===== src/rtl/load_store_unit.sv =====
// load_store_unit: bridges the execute stage to a 4-byte-wide data memory.
// Handles one byte/half/word load or store per request. Loads are narrowed
// and sign/zero extended. Byte/half stores read-modify-write the memory word.
//
// Ports:
//   clk, reset (async, active-low)
//   req_*  : request handshake (valid/ready, we, size, unsigned, addr, wdata)
//   resp_* : response handshake (valid/ready, rdata, err)
//   mem_*  : memory port (en, rw, addr, wdata out; rdata in, one cycle after read)
//
// Optional feature macro: ALIGN_CHECK_EN
//   Defined: misaligned half/word requests are rejected with resp_err.
//   Undefined: any alignment is accepted.
module load_store_unit #(
  parameter int unsigned MEM_BYTES = 1024,
  parameter int unsigned ADDR_W    = 10
) (
  input  logic              clk,
  input  logic              reset,
  input  logic              req_valid,
  output logic              req_ready,
  input  logic              req_we,
  input  logic [1:0]        req_size,
  input  logic              req_unsigned,
  input  logic [ADDR_W-1:0] req_addr,
  input  logic [31:0]       req_wdata,
  output logic              resp_valid,
  input  logic              resp_ready,
  output logic [31:0]       resp_rdata,
  output logic              resp_err,
  output logic              mem_en,
  output logic              mem_rw,
  output logic [ADDR_W-1:0] mem_addr,
  output logic [31:0]       mem_wdata,
  input  logic [31:0]       mem_rdata
);

  localparam logic [2:0] IDLE    = 3'd0;
  localparam logic [2:0] LD_RD   = 3'd1;
  localparam logic [2:0] LD_WAIT = 3'd2;
  localparam logic [2:0] RMW_RD  = 3'd3;
  localparam logic [2:0] RMW_MRG = 3'd4;
  localparam logic [2:0] ST_WR   = 3'd5;
  localparam logic [2:0] ERR     = 3'd6;
  localparam logic [2:0] RESP    = 3'd7;

  localparam logic [ADDR_W-1:0] MAX_ADDR = ADDR_W'(MEM_BYTES - 4);

  logic [2:0]        r_state,        w_state_nxt;
  logic [1:0]        r_size,         w_size_nxt;
  logic              r_unsigned,     w_unsigned_nxt;
  logic [31:0]       r_wdata,        w_wdata_nxt;
  logic              r_resp_valid,   w_resp_valid_nxt;
  logic              r_resp_err,     w_resp_err_nxt;
  logic [31:0]       r_resp_rdata,   w_resp_rdata_nxt;
  logic              r_mem_en,       w_mem_en_nxt;
  logic              r_mem_rw,       w_mem_rw_nxt;
  logic [ADDR_W-1:0] r_mem_addr,     w_mem_addr_nxt;
  logic [31:0]       r_mem_wdata,    w_mem_wdata_nxt;

  logic        w_accept;
  logic        w_misalign;
  logic        w_reject;
  logic [31:0] w_ext;
  logic [31:0] w_merged;

  // Ready is a decode of the state register, forced low while reset is held.
  assign req_ready  = (r_state == IDLE) && reset;
  assign resp_valid = r_resp_valid;
  assign resp_err   = r_resp_err;
  assign resp_rdata = r_resp_rdata;
  assign mem_en     = r_mem_en;
  assign mem_rw     = r_mem_rw;
  assign mem_addr   = r_mem_addr;
  assign mem_wdata  = r_mem_wdata;

  assign w_accept = req_valid && req_ready;

`ifdef ALIGN_CHECK_EN
  assign w_misalign = ((req_size == 2'b01) && req_addr[0]) ||
                      ((req_size == 2'b10) && (req_addr[1:0] != 2'b00));
`else
  assign w_misalign = 1'b0;
`endif

  assign w_reject = (req_size == 2'b11) || (req_addr > MAX_ADDR) || w_misalign;

  // Narrow and extend the read word according to the latched size/sign.
  always_comb begin
    w_ext = mem_rdata;
    case (r_size)
      2'b00:   w_ext = r_unsigned ? {24'd0, mem_rdata[7:0]}
                                  : {{24{mem_rdata[7]}}, mem_rdata[7:0]};
      2'b01:   w_ext = r_unsigned ? {16'd0, mem_rdata[15:0]}
                                  : {{16{mem_rdata[15]}}, mem_rdata[15:0]};
      default: w_ext = mem_rdata;
    endcase
  end

  // Overlay the store bytes on the word read back from memory.
  always_comb begin
    w_merged = r_wdata;
    case (r_size)
      2'b00:   w_merged = {mem_rdata[31:8],  r_wdata[7:0]};
      2'b01:   w_merged = {mem_rdata[31:16], r_wdata[15:0]};
      default: w_merged = r_wdata;
    endcase
  end

  // Next-state and next-output logic.
  always_comb begin
    w_state_nxt      = r_state;
    w_size_nxt       = r_size;
    w_unsigned_nxt   = r_unsigned;
    w_wdata_nxt      = r_wdata;
    w_resp_valid_nxt = r_resp_valid;
    w_resp_err_nxt   = r_resp_err;
    w_resp_rdata_nxt = r_resp_rdata;
    w_mem_en_nxt     = 1'b0;
    w_mem_rw_nxt     = r_mem_rw;
    w_mem_addr_nxt   = r_mem_addr;
    w_mem_wdata_nxt  = r_mem_wdata;

    case (r_state)
      IDLE: begin
        if (w_accept) begin
          w_size_nxt       = req_size;
          w_unsigned_nxt   = req_unsigned;
          w_wdata_nxt      = req_wdata;
          w_resp_err_nxt   = 1'b0;
          w_resp_rdata_nxt = 32'd0;
          if (w_reject) begin
            w_state_nxt = ERR;
          end else if (!req_we) begin
            w_state_nxt    = LD_RD;
            w_mem_en_nxt   = 1'b1;
            w_mem_rw_nxt   = 1'b0;
            w_mem_addr_nxt = req_addr;
          end else if (req_size == 2'b10) begin
            w_state_nxt     = ST_WR;
            w_mem_en_nxt    = 1'b1;
            w_mem_rw_nxt    = 1'b1;
            w_mem_addr_nxt  = req_addr;
            w_mem_wdata_nxt = req_wdata;
          end else begin
            w_state_nxt    = RMW_RD;
            w_mem_en_nxt   = 1'b1;
            w_mem_rw_nxt   = 1'b0;
            w_mem_addr_nxt = req_addr;
          end
        end
      end
      LD_RD:   w_state_nxt = LD_WAIT;
      LD_WAIT: begin
        w_resp_rdata_nxt = w_ext;
        w_state_nxt      = RESP;
      end
      RMW_RD:  w_state_nxt = RMW_MRG;
      RMW_MRG: begin
        w_mem_en_nxt    = 1'b1;
        w_mem_rw_nxt    = 1'b1;
        w_mem_wdata_nxt = w_merged;
        w_state_nxt     = ST_WR;
      end
      ST_WR:   w_state_nxt = RESP;
      ERR: begin
        // Error responses arrive in RESP already presented.
        w_resp_err_nxt   = 1'b1;
        w_resp_rdata_nxt = 32'd0;
        w_resp_valid_nxt = 1'b1;
        w_state_nxt      = RESP;
      end
      RESP: begin
        // Memory-path responses are presented one cycle after entering RESP.
        if (!r_resp_valid) begin
          w_resp_valid_nxt = 1'b1;
        end else if (resp_ready) begin
          w_resp_valid_nxt = 1'b0;
          w_state_nxt      = IDLE;
        end
      end
      default: w_state_nxt = IDLE;
    endcase
  end

  // State and output registers.
  always_ff @(posedge clk or negedge reset) begin
    if (!reset) begin
      r_state      <= IDLE;
      r_size       <= 2'd0;
      r_unsigned   <= 1'b0;
      r_wdata      <= 32'd0;
      r_resp_valid <= 1'b0;
      r_resp_err   <= 1'b0;
      r_resp_rdata <= 32'd0;
      r_mem_en     <= 1'b0;
      r_mem_rw     <= 1'b0;
      r_mem_addr   <= '0;
      r_mem_wdata  <= 32'd0;
    end else begin
      r_state      <= w_state_nxt;
      r_size       <= w_size_nxt;
      r_unsigned   <= w_unsigned_nxt;
      r_wdata      <= w_wdata_nxt;
      r_resp_valid <= w_resp_valid_nxt;
      r_resp_err   <= w_resp_err_nxt;
      r_resp_rdata <= w_resp_rdata_nxt;
      r_mem_en     <= w_mem_en_nxt;
      r_mem_rw     <= w_mem_rw_nxt;
      r_mem_addr   <= w_mem_addr_nxt;
      r_mem_wdata  <= w_mem_wdata_nxt;
    end
  end

endmodule


===== config.mk =====
export PLATFORM = sky130hd
export DESIGN_NAME = load_store_unit
export DESIGN_NICKNAME = d
export VERILOG_FILES = /design/src/rtl/load_store_unit.sv
export SDC_FILE = /design/constraint.sdc
export NUM_CORES = 1
export LEC_CHECK = 0
export ABC_AREA = 1
export CORE_MARGIN = 2
export CORE_UTILIZATION = 43
export DETAILED_ROUTE_END_ITERATION = 12
export MAX_ROUTING_LAYER = met4
export PLACE_DENSITY = 0.83
export SYNTH_ARGS = -nofsm -noshare
export SYNTH_HDL_FRONTEND = slang
export SYNTH_SLANG_ARGS = --single-unit

===== constraint.sdc =====
create_clock -name clk -period 1.5 [get_ports clk]
set_clock_uncertainty 0.05 [all_clocks]
set_input_delay 0.15 -clock clk [delete_from_list [all_inputs] [get_ports clk]]
set_output_delay 0.15 -clock clk [all_outputs]
set_load 0.05 [all_outputs]

# Word-level counts from Yosys, hierarchy flattened
# Index checks and enable logic that the tools add are counted.
# word_totals
register_bits,116
latch_bits,0
mem_bits_rw,0
rom_bits,0
in_bits,82
out_inout_bits,79
wordCells,77
mem_count,0
# op_classes
n_addsub,0
n_mul,0
div,0
n_lt_le_gt_ge,1
n_eq_ne,16
n_shift,0
mux,31
n_bitwise,1
reduce_logical,17
# op_table
op,n
two-way mux 32 bit,7
case mux 32 bit (2 select lines),3
case mux 32 bit (3 select lines),1
two-way mux 3 bit,6
case mux 3 bit (6 select lines),1
"== test 3 bit, second input constant",4
"> comparator 10 bit, second input constant",1
"!= test 2 bit, second input constant",5
two-way mux 1 bit,9
AND reduction 3 bit,3
case mux 1 bit (2 select lines),4
"== test 3 x 2 -> 1 bit, second input constant",2
AND reduction 2 bit,3
nonzero test 2 bit,3
AND reduction 5 bit,1
"== test 2 bit, second input constant",2
"== test 3 x 1 -> 1 bit, second input constant",1
zero test 3 bit,1
nonzero test 3 bit,1
OR reduction 3 bit,1
"== test 2 x 1 -> 1 bit, second input constant",1
logical AND 1 bit,2
zero test 2 bit,1
"!= test 2 x 1 -> 1 bit, second input constant",1
other kinds (2),2

# Depth between registers and ports, before layout
# Gate-level depths: netlist (run 1).
# depth
ltp_word,6
ltp_mapped,10
mapped_depth_nobuf,8

# Least setup slack after synthesis (run 1)
# Ideal clock, no wire load.
# synth_path
kind,reg2reg
start,register r_state[0]
end,"register r_mem_wdata[0], in the netlist mem_wdata[0]"
setup_ps,119
arrival_time_ps,1398
required_ps,1331
slack_ps,-67
path_stages_with_launch,11
path_buffers,2
synth_period_minus_slack_ps,1567
cell_sequence,dfrtp_1 buf_4 nor2_4 nand3_1 nor2_2 nand3_2 nand2_4 nand2_4 buf_6 nand2_1 nand2_1
# synth_via
elab_chain_cells,5
elab_cells_between_ends,11
classes_between,5 x eq/ne; 1 x mux; 5 x reduce/logical
# synth_lines
item,line_no,text
start: declaration,49,"logic [2:0] r_state, w_state_nxt;"
start signal: assignment,201,r_state <= w_state_nxt;
zero test 3 bit,"68, 124",
logical AND 1 bit,68,assign req_ready = (r_state == IDLE) && reset;
logical AND 1 bit,77,assign w_accept = req_valid && req_ready;
!= test 2 bit (no line),-,
AND reduction 5 bit (no line),-,
end signal: assignment,211,r_mem_wdata <= w_mem_wdata_nxt;
end: declaration,59,"logic [31:0] r_mem_wdata, w_mem_wdata_nxt;"
# Several ways; a longest one is shown, not always the timed one.
# A chain may end at the register's enable or synchronous reset.

# Final worst setup path (run 1)
# layout_path
start,register r_state[1]
end,"register r_mem_wdata[31], in the netlist mem_wdata[31]"
# The elaborated chain is that of the path after synthesis.

==> results.toml, run 1 <==
[cells_and_area]
area_growth_pct = 63.7
fin_nets = 985
multiInputGateArea_sq_mm = 0.00254
final_core_util_pct = 71.4
num-fill-cells = 907
antennaDiodeCount = 0
seqCellArea_sq_mm = 0.00290
drive_above_1_share_pct = 31.8

[global_route]
grt.total_usage_pct = 24.7
grt_first_pass_wirelength_mm = 25.1
grt_start_max_net_pins = 109
grt_pass1_vias = 5105
antenna_found_initial = 0
grt-ovfl-total = 0

[clock_network]
cts_tree = "done"
cts_sinks = 116
clk_pin_slew_worst_paths_ns = 0.05
clock_latency_ns = 0.41
root_buffer = "clkbuf_16"
numCtsBuffers = 17
clock_path_buffers = 2
htreeDepth = 4

[route]
ant_nets = 0
vias = 5616
drt_first_pass_iters = 5
drt_iter0_drc = 509
drc_errors = 0
drt-total-wl_mm = 18.0
viasPerCell = 5.16
wl_per_cell_um = 16.5

[placement]
place_congestion = 0.860
post-place-ws_ns = -0.286
place_hpwl_mm = 10.4
io_buffers = 160

[power_and_ir_drop]
p_clk_share_pct = 20.4
p_leak_uw = 0.00448
p_per_area_mw_per_mm2 = 2270
p_switching_uw = 9100
seq_power_share_pct = 27.2
comb_power_share_pct = 52.5
swShare_pct = 45.1
internal_power_uw = 11100
ir_worst_vdd_mv = 1.27

[status]
outcome = "complete, but fails checks"
violations = "setup timing"

[yosys]
ys_warn_count = 0
synth.ff_latch_count = 116
synth.avg_cell_area_sq_um = 7.83
async_reset_ff_share_pct = 100
syn-cell-area_sq_mm = 0.00543
syn_nets = 776
yosysTopAreaCellShare_pct = 53.4
synth_cell_types = 28
synth_flop_cell = "dfrtp_1"
syn_inst = 694
ys_seq_area_share_pct = 53.4
synth.most_common_cell = "nand2_1"
synth_edf_count = 0
yosysTopAreaCell = "dfrtp_1"
synthTopCellsByArea = "dfrtp_1, nand2_1, o21ai_0, nand3_1, inv_1"
synthTopCellsByCount = "nand2_1, dfrtp_1, o21ai_0"

[floorplanning]
die_w_um = 116
num_rows = 41
ioPinCount = 161
core_region_area_sq_mm = 0.0125
initial_core_util_pct = 43.6
die_area_sq_mm = 0.0135
die_y_um = 116

[setup_path]
worst_path_largest_cell_delay_ns = 0.43
cp_max_fo = 12
cp-end-kind = "flip-flop"
ff2ff_path_depth = 9
r2r-start = "r_state[1]$_DFFE_PN0P_"
worstPathRequired_ns = 1.76
reg2reg_to = "mem_wdata[31]$_DFFE_PN0P_"
slowest_stage = "dfrtp_1"
reg2reg_slack_ns = -0.14
path_cells = "nor2_4 -> nand3_2 -> nor2_4 -> nand3_4 -> nand2_8 -> nand2_8 -> clkbuf_16 -> nand2_1 -> nand2_1"
arrival_ns = 1.90
startpoint_type = "flip-flop"
path_class = "reg2reg"

[timing]
slew_headroom_pct = 59.8
fin_crit_ns = 1.64
worst_slack_ns = -0.144
fin_crit_sh_pct = 110
max_freq_mhz = 608
rsz0062_at_grt = "true"
worst_pin_slew_ns = 0.602
slew_viol_final = 0
hold_viol_final = 0
setup_violations = 69

[min_path]
holdCritPathClass = "in2async"

[flow_run]
max_cap_viol_count = 0
[flip-flops by register name, indices dropped and copies added, names as in the netlist]
register	count
r_state	3
mem_wdata	32
r_wdata	32
resp_valid	1
mem_addr	10
mem_rw	1
resp_rdata	32
resp_err	1
mem_en	1
r_unsigned	1
r_size	2
[cells by family (layout without fill, tap and decap cells)]
kind of cell           after synthesis  count (layout)  share of synthesized area (%)
flip-flops                         116             116                           53.4
AO/OA/AOI/OAI                      107             107                           10.0
AND/OR/NAND/NOR                    376             376                           28.7
buffers and inverters               95             317                           7.88
[metal layers]
| metal | part of all wire (%) | up-vias | wire (um) | GRT usage [%] |
|---|---|---|---|---|
| li1 | - | 2620 | - | - |
| met1 | 42 | 2669 | 7480 | 33.5 |
| met2 | 48 | 280 | 8570 | 37.2 |
| met3 | 7.9 | 47 | 1430 | 4.57 |
| met4 | 2.8 | 0 | 496 | 9.05 |
| met5 | 0 | - | 0 | - |
[power by group through the flow]
stage,Combinational (uW),Sequential [uW],Clock (uW)
6_report,10600,5490,4120
5_1_grt,11300,5620,4310
4_1_cts,9250,5290,4130
3_5_place_dp,8700,5290,0
3_3_place_gp,8530,5290,0
2_1_floorplan,2970,7860,0
[worst max-delay path: cells and delay by family (launching register included)]
kind | cells | cell delay, ns
buffers and inverters | 1 | 0.19
flip-flops | 1 | 0.43
AND/OR/NAND/NOR | 8 | 0.85
[cell type report]
type	count	share of cell area (%)
Clock buffer	19	4.98
Timing Repair Buffer	226	27.0
Multi-Input combinational cell	483	28.5
Clock inverter	13	1.77
Tap cell	172	2.42
Inverter	59	2.69
Sequential cell	116	32.6
[worst max-delay path by stage]
stage / startpoint / to / cells past startpoint
3_3_place_gp: req_addr[0] / mem_wdata[20]$_DFFE_PN0P_ / 9
2_1_floorplan: r_state[0]$_DFFE_PN0P_ / mem_wdata[0]$_DFFE_PN0P_ / 10
6_report: r_state[1]$_DFFE_PN0P_ / mem_wdata[31]$_DFFE_PN0P_ / 9
5_1_grt: r_state[1]$_DFFE_PN0P_ / mem_wdata[29]$_DFFE_PN0P_ / 9
4_1_cts: r_state[0]$_DFFE_PN0P_ / req_ready / 5
3_5_place_dp: req_addr[8] / mem_addr[7]$_DFFE_PN0P_ / 8
[cell usage in the layout (no fill, tap or decap), drive strengths merged]
cell type,instances
clkinvlp,4
nand2,303
o211ai,1
nor2,20
nand3,48
o21bai,1
o21ai,92
or2,1
clkdlybuf4s50,80
clkbuf,27
a22o,1
bufinv,3
o22ai,1
clkinv,5
dfrtp,116
buf,137
inv,60
dlygate4sd3,1
a21oi,11
nor3,4
[timing repair]
item                       in CTS  in global routing
pin swaps                      14                 30
gates resized for setup        30                170
gates cloned                    3                 12
hold buffers                    1                  0
setup endpoints to repair     100                107
buffers inserted                7                  6
hold endpoints to repair      116                  0
[metrics by stage]
| stage | total power [uW] | std cells | hold slack (ns) | TNS, ns | instance area (sq um) |
|---|---|---|---|---|---|
| final | 20200 | 1088 | 0.239 | -6.83 | 8890 |
| after global placement | 13800 | 1030 | 0.0925 | -14.08 | 7390 |
| after floorplan | 10800 | 694 | -0.196 | -1.05 | 5450 |
| after global routing | 21200 | 1088 | 0.244 | -11.19 | 8890 |
| after CTS | 18700 | 1073 | 0.225 | -2.68 | 8210 |
| after detailed placement | 14000 | 1030 | 0.0904 | -15.66 | 7390 |
Note: power is estimated with default switching activity, not from simulation.
==> run 2, diff against run 1 <==
Settings changed: CELL_PAD_IN_SITES_DETAIL_PLACEMENT set to 0, CELL_PAD_IN_SITES_GLOBAL_PLACEMENT set to 1, CORE_UTILIZATION 43 to 31, CTS_CLUSTER_SIZE set to 24, RECOVER_POWER set to 50.
==> results.toml, run 2 (synthesis gave the netlist of run 1 again) <==
[timing]
max_freq_mhz = 631
hold_viol_final = 0
setup_violations = 83
slew_viol_final = 0
rsz0062_at_grt = "true"
fin_crit_sh_pct = 106
hold_ws_ns = 0.243
fin_crit_ns = 1.58
slew_headroom_pct = 30.0
worst_slack_ns = -0.0839
worst_pin_slew_ns = 1.05

[global_route]
grt_first_pass_wirelength_mm = 27.7
grt.total_usage_pct = 20.3
grt_pass1_vias = 5099
grt-ovfl-total = 0
antenna_found_initial = 1
grt_start_max_net_pins = 107

[cells_and_area]
seqCellArea_sq_mm = 0.00290
finalNonFillerCells = 1141
drive_above_1_share_pct = 33.4
num-fill-cells = 1633
final_core_util_pct = 52.8
mostFrequentLayoutCell = "nand2_1"
mostFrequentLayoutCells = "nand2_1, dfrtp_1, buf_4"
area_growth_pct = 67.5
fin_nets = 986
multiInputGateArea_sq_mm = 0.00266

[setup_path]
r2r-start = "r_state[1]$_DFFE_PN0P_"
path_class = "reg2reg"
cp-end-kind = "flip-flop"
startpoint_type = "flip-flop"
crit_path_start = "r_state[1]$_DFFE_PN0P_"
arrival_ns = 1.84
cpLargestDelayFamily = "buffers and inverters"
worstPathRequired_ns = 1.75
ff2ff_path_depth = 11
path_cells = "nor2_4 -> buf_4 -> buf_6 -> nand2_4 -> inv_4 -> o21ai_4 -> nand3_4 -> buf_12 -> clkbuf_16 -> nand2_2 -> nand2_1"
cp_max_fo = 8
slowest_stage = "dfrtp_1"
worst_path_largest_cell_delay_ns = 0.42
cp.depth = 11
crit_buf_inv = 5

[status]
outcome = "complete, but fails checks"
violations = "setup timing"

[floorplanning]
die_w_um = 136
initial_core_util_pct = 31.5
ioPinCount = 161
num_rows = 48
die_area_sq_mm = 0.0186
die_y_um = 136
core_region_area_sq_mm = 0.0172

[route]
drt_first_pass_iters = 5
vias = 5396
wl_per_cell_um = 16.2
drc_errors = 0
ant_nets = 0
drt_iter0_drc = 313
viasPerCell = 4.73
drt-total-wl_mm = 18.5

[clock_network]
cts_sinks = 116
clock_path_buffers = 2
clk_pin_slew_worst_paths_ns = 0.05
root_buffer = "clkbuf_16"
htreeDepth = 4
cts_tree = "done"
numCtsBuffers = 17
clock_latency_ns = 0.41

[power_and_ir_drop]
p_per_area_mw_per_mm2 = 2190
p_leak_uw = 0.00448
ir_worst_vdd_mv = 1.24

[min_path]
holdCritPathClass = "in2reg"
hold_depth = 3
min_from = "req_addr[1]"

[flow_run]
max_cap_viol_count = 0

[placement]
io_buffers = 160
dp.cells = 1081
place_hpwl_mm = 11.1
post-place-ws_ns = -0.429
place_congestion = 0.803
==> run 2: cell count changes in the layout (fill, tap and decap cells not counted), moves of 4 or more <==
cell,previous run,this run
o21ai_2,12,17
clkbuf_1,1,5
nand2_2,53,57
nand3_1,44,39
nand2_4,24,29
buf_12,21,26
o21ai_0,39,52
nand2_1,224,215
o21ai_1,40,22
buf_4,100,96
nand3_2,2,6
clkinvlp_4,4,0
==> run 2: metal layers <==
layer / track usage, % / wire length, um
met4: 6.13 / 243
met5: - / 0
met1: 27.2 / 8310
met2: 30.4 / 8650
met3: 5.00 / 1310
==> run 2: area by class of cell <==
cell class / instances / share of cell area, %
inverters: 59 / 2.74
clock buffers: 25 / 5.45
diodes: 1 / 0.0275
well taps: 225 / 3.09
repair inverters: 1 / 0.124
clock inverters: 5 / 0.550
multi-input cells: 484 / 29.3
repair buffers: 225 / 26.8
flip-flops and latches: 116 / 31.9
==> run 2: tightest hold or removal path: stages <==
cell             delay, ns
clkdlybuf4s50_1       0.41
nand2_1               0.07
nand2_1               0.04
==> run 2: final timing paths <==
kind | endpoint | slack, ns
setup / recovery | resp_rdata[21]$_DFFE_PN0P_ | -0.08
hold / removal | mem_addr[1]$_DFFE_PN0P_ | 0.24
setup reg to reg | resp_rdata[21]$_DFFE_PN0P_ | -0.08
hold reg to reg | r_wdata[13]$_DFFE_PN0P_ | 0.42
max in group asynchronous | resp_rdata[25]$_DFFE_PN0P_ | 0.11
min in group asynchronous | mem_addr[7]$_DFFE_PN0P_ | 0.38
==> run 2: through the flow <==
stage / instance area [sq um] / setup TNS (ns) / power [uW]
2_1_floorplan: 5450 / -1.05 / 10800
3_3_place_gp: 7490 / -19.50 / 14100
3_5_place_dp: 7490 / -22.08 / 14200
4_1_cts: 8510 / -1.70 / 19000
5_1_grt: 9100 / -11.15 / 21000
6_report: 9100 / -3.16 / 19900
==> run 2: report_power, final <==
part           total (uW)  internal (uW)  switching (uW)
Sequential           5590           4450            1140
Clock                3780           2420            1360
Combinational       10600           4100            6470
Total               19900          11000            8970
==> run 2: timing repair <==
action	4_1_cts	5_1_grt
gates cloned	8	7
setup buffers	12	5
hold buffers	1	0
gates resized for setup	53	172
pin swaps	9	16
hold endpoints to repair	116	0
endpoints found under the setup margin	103	111
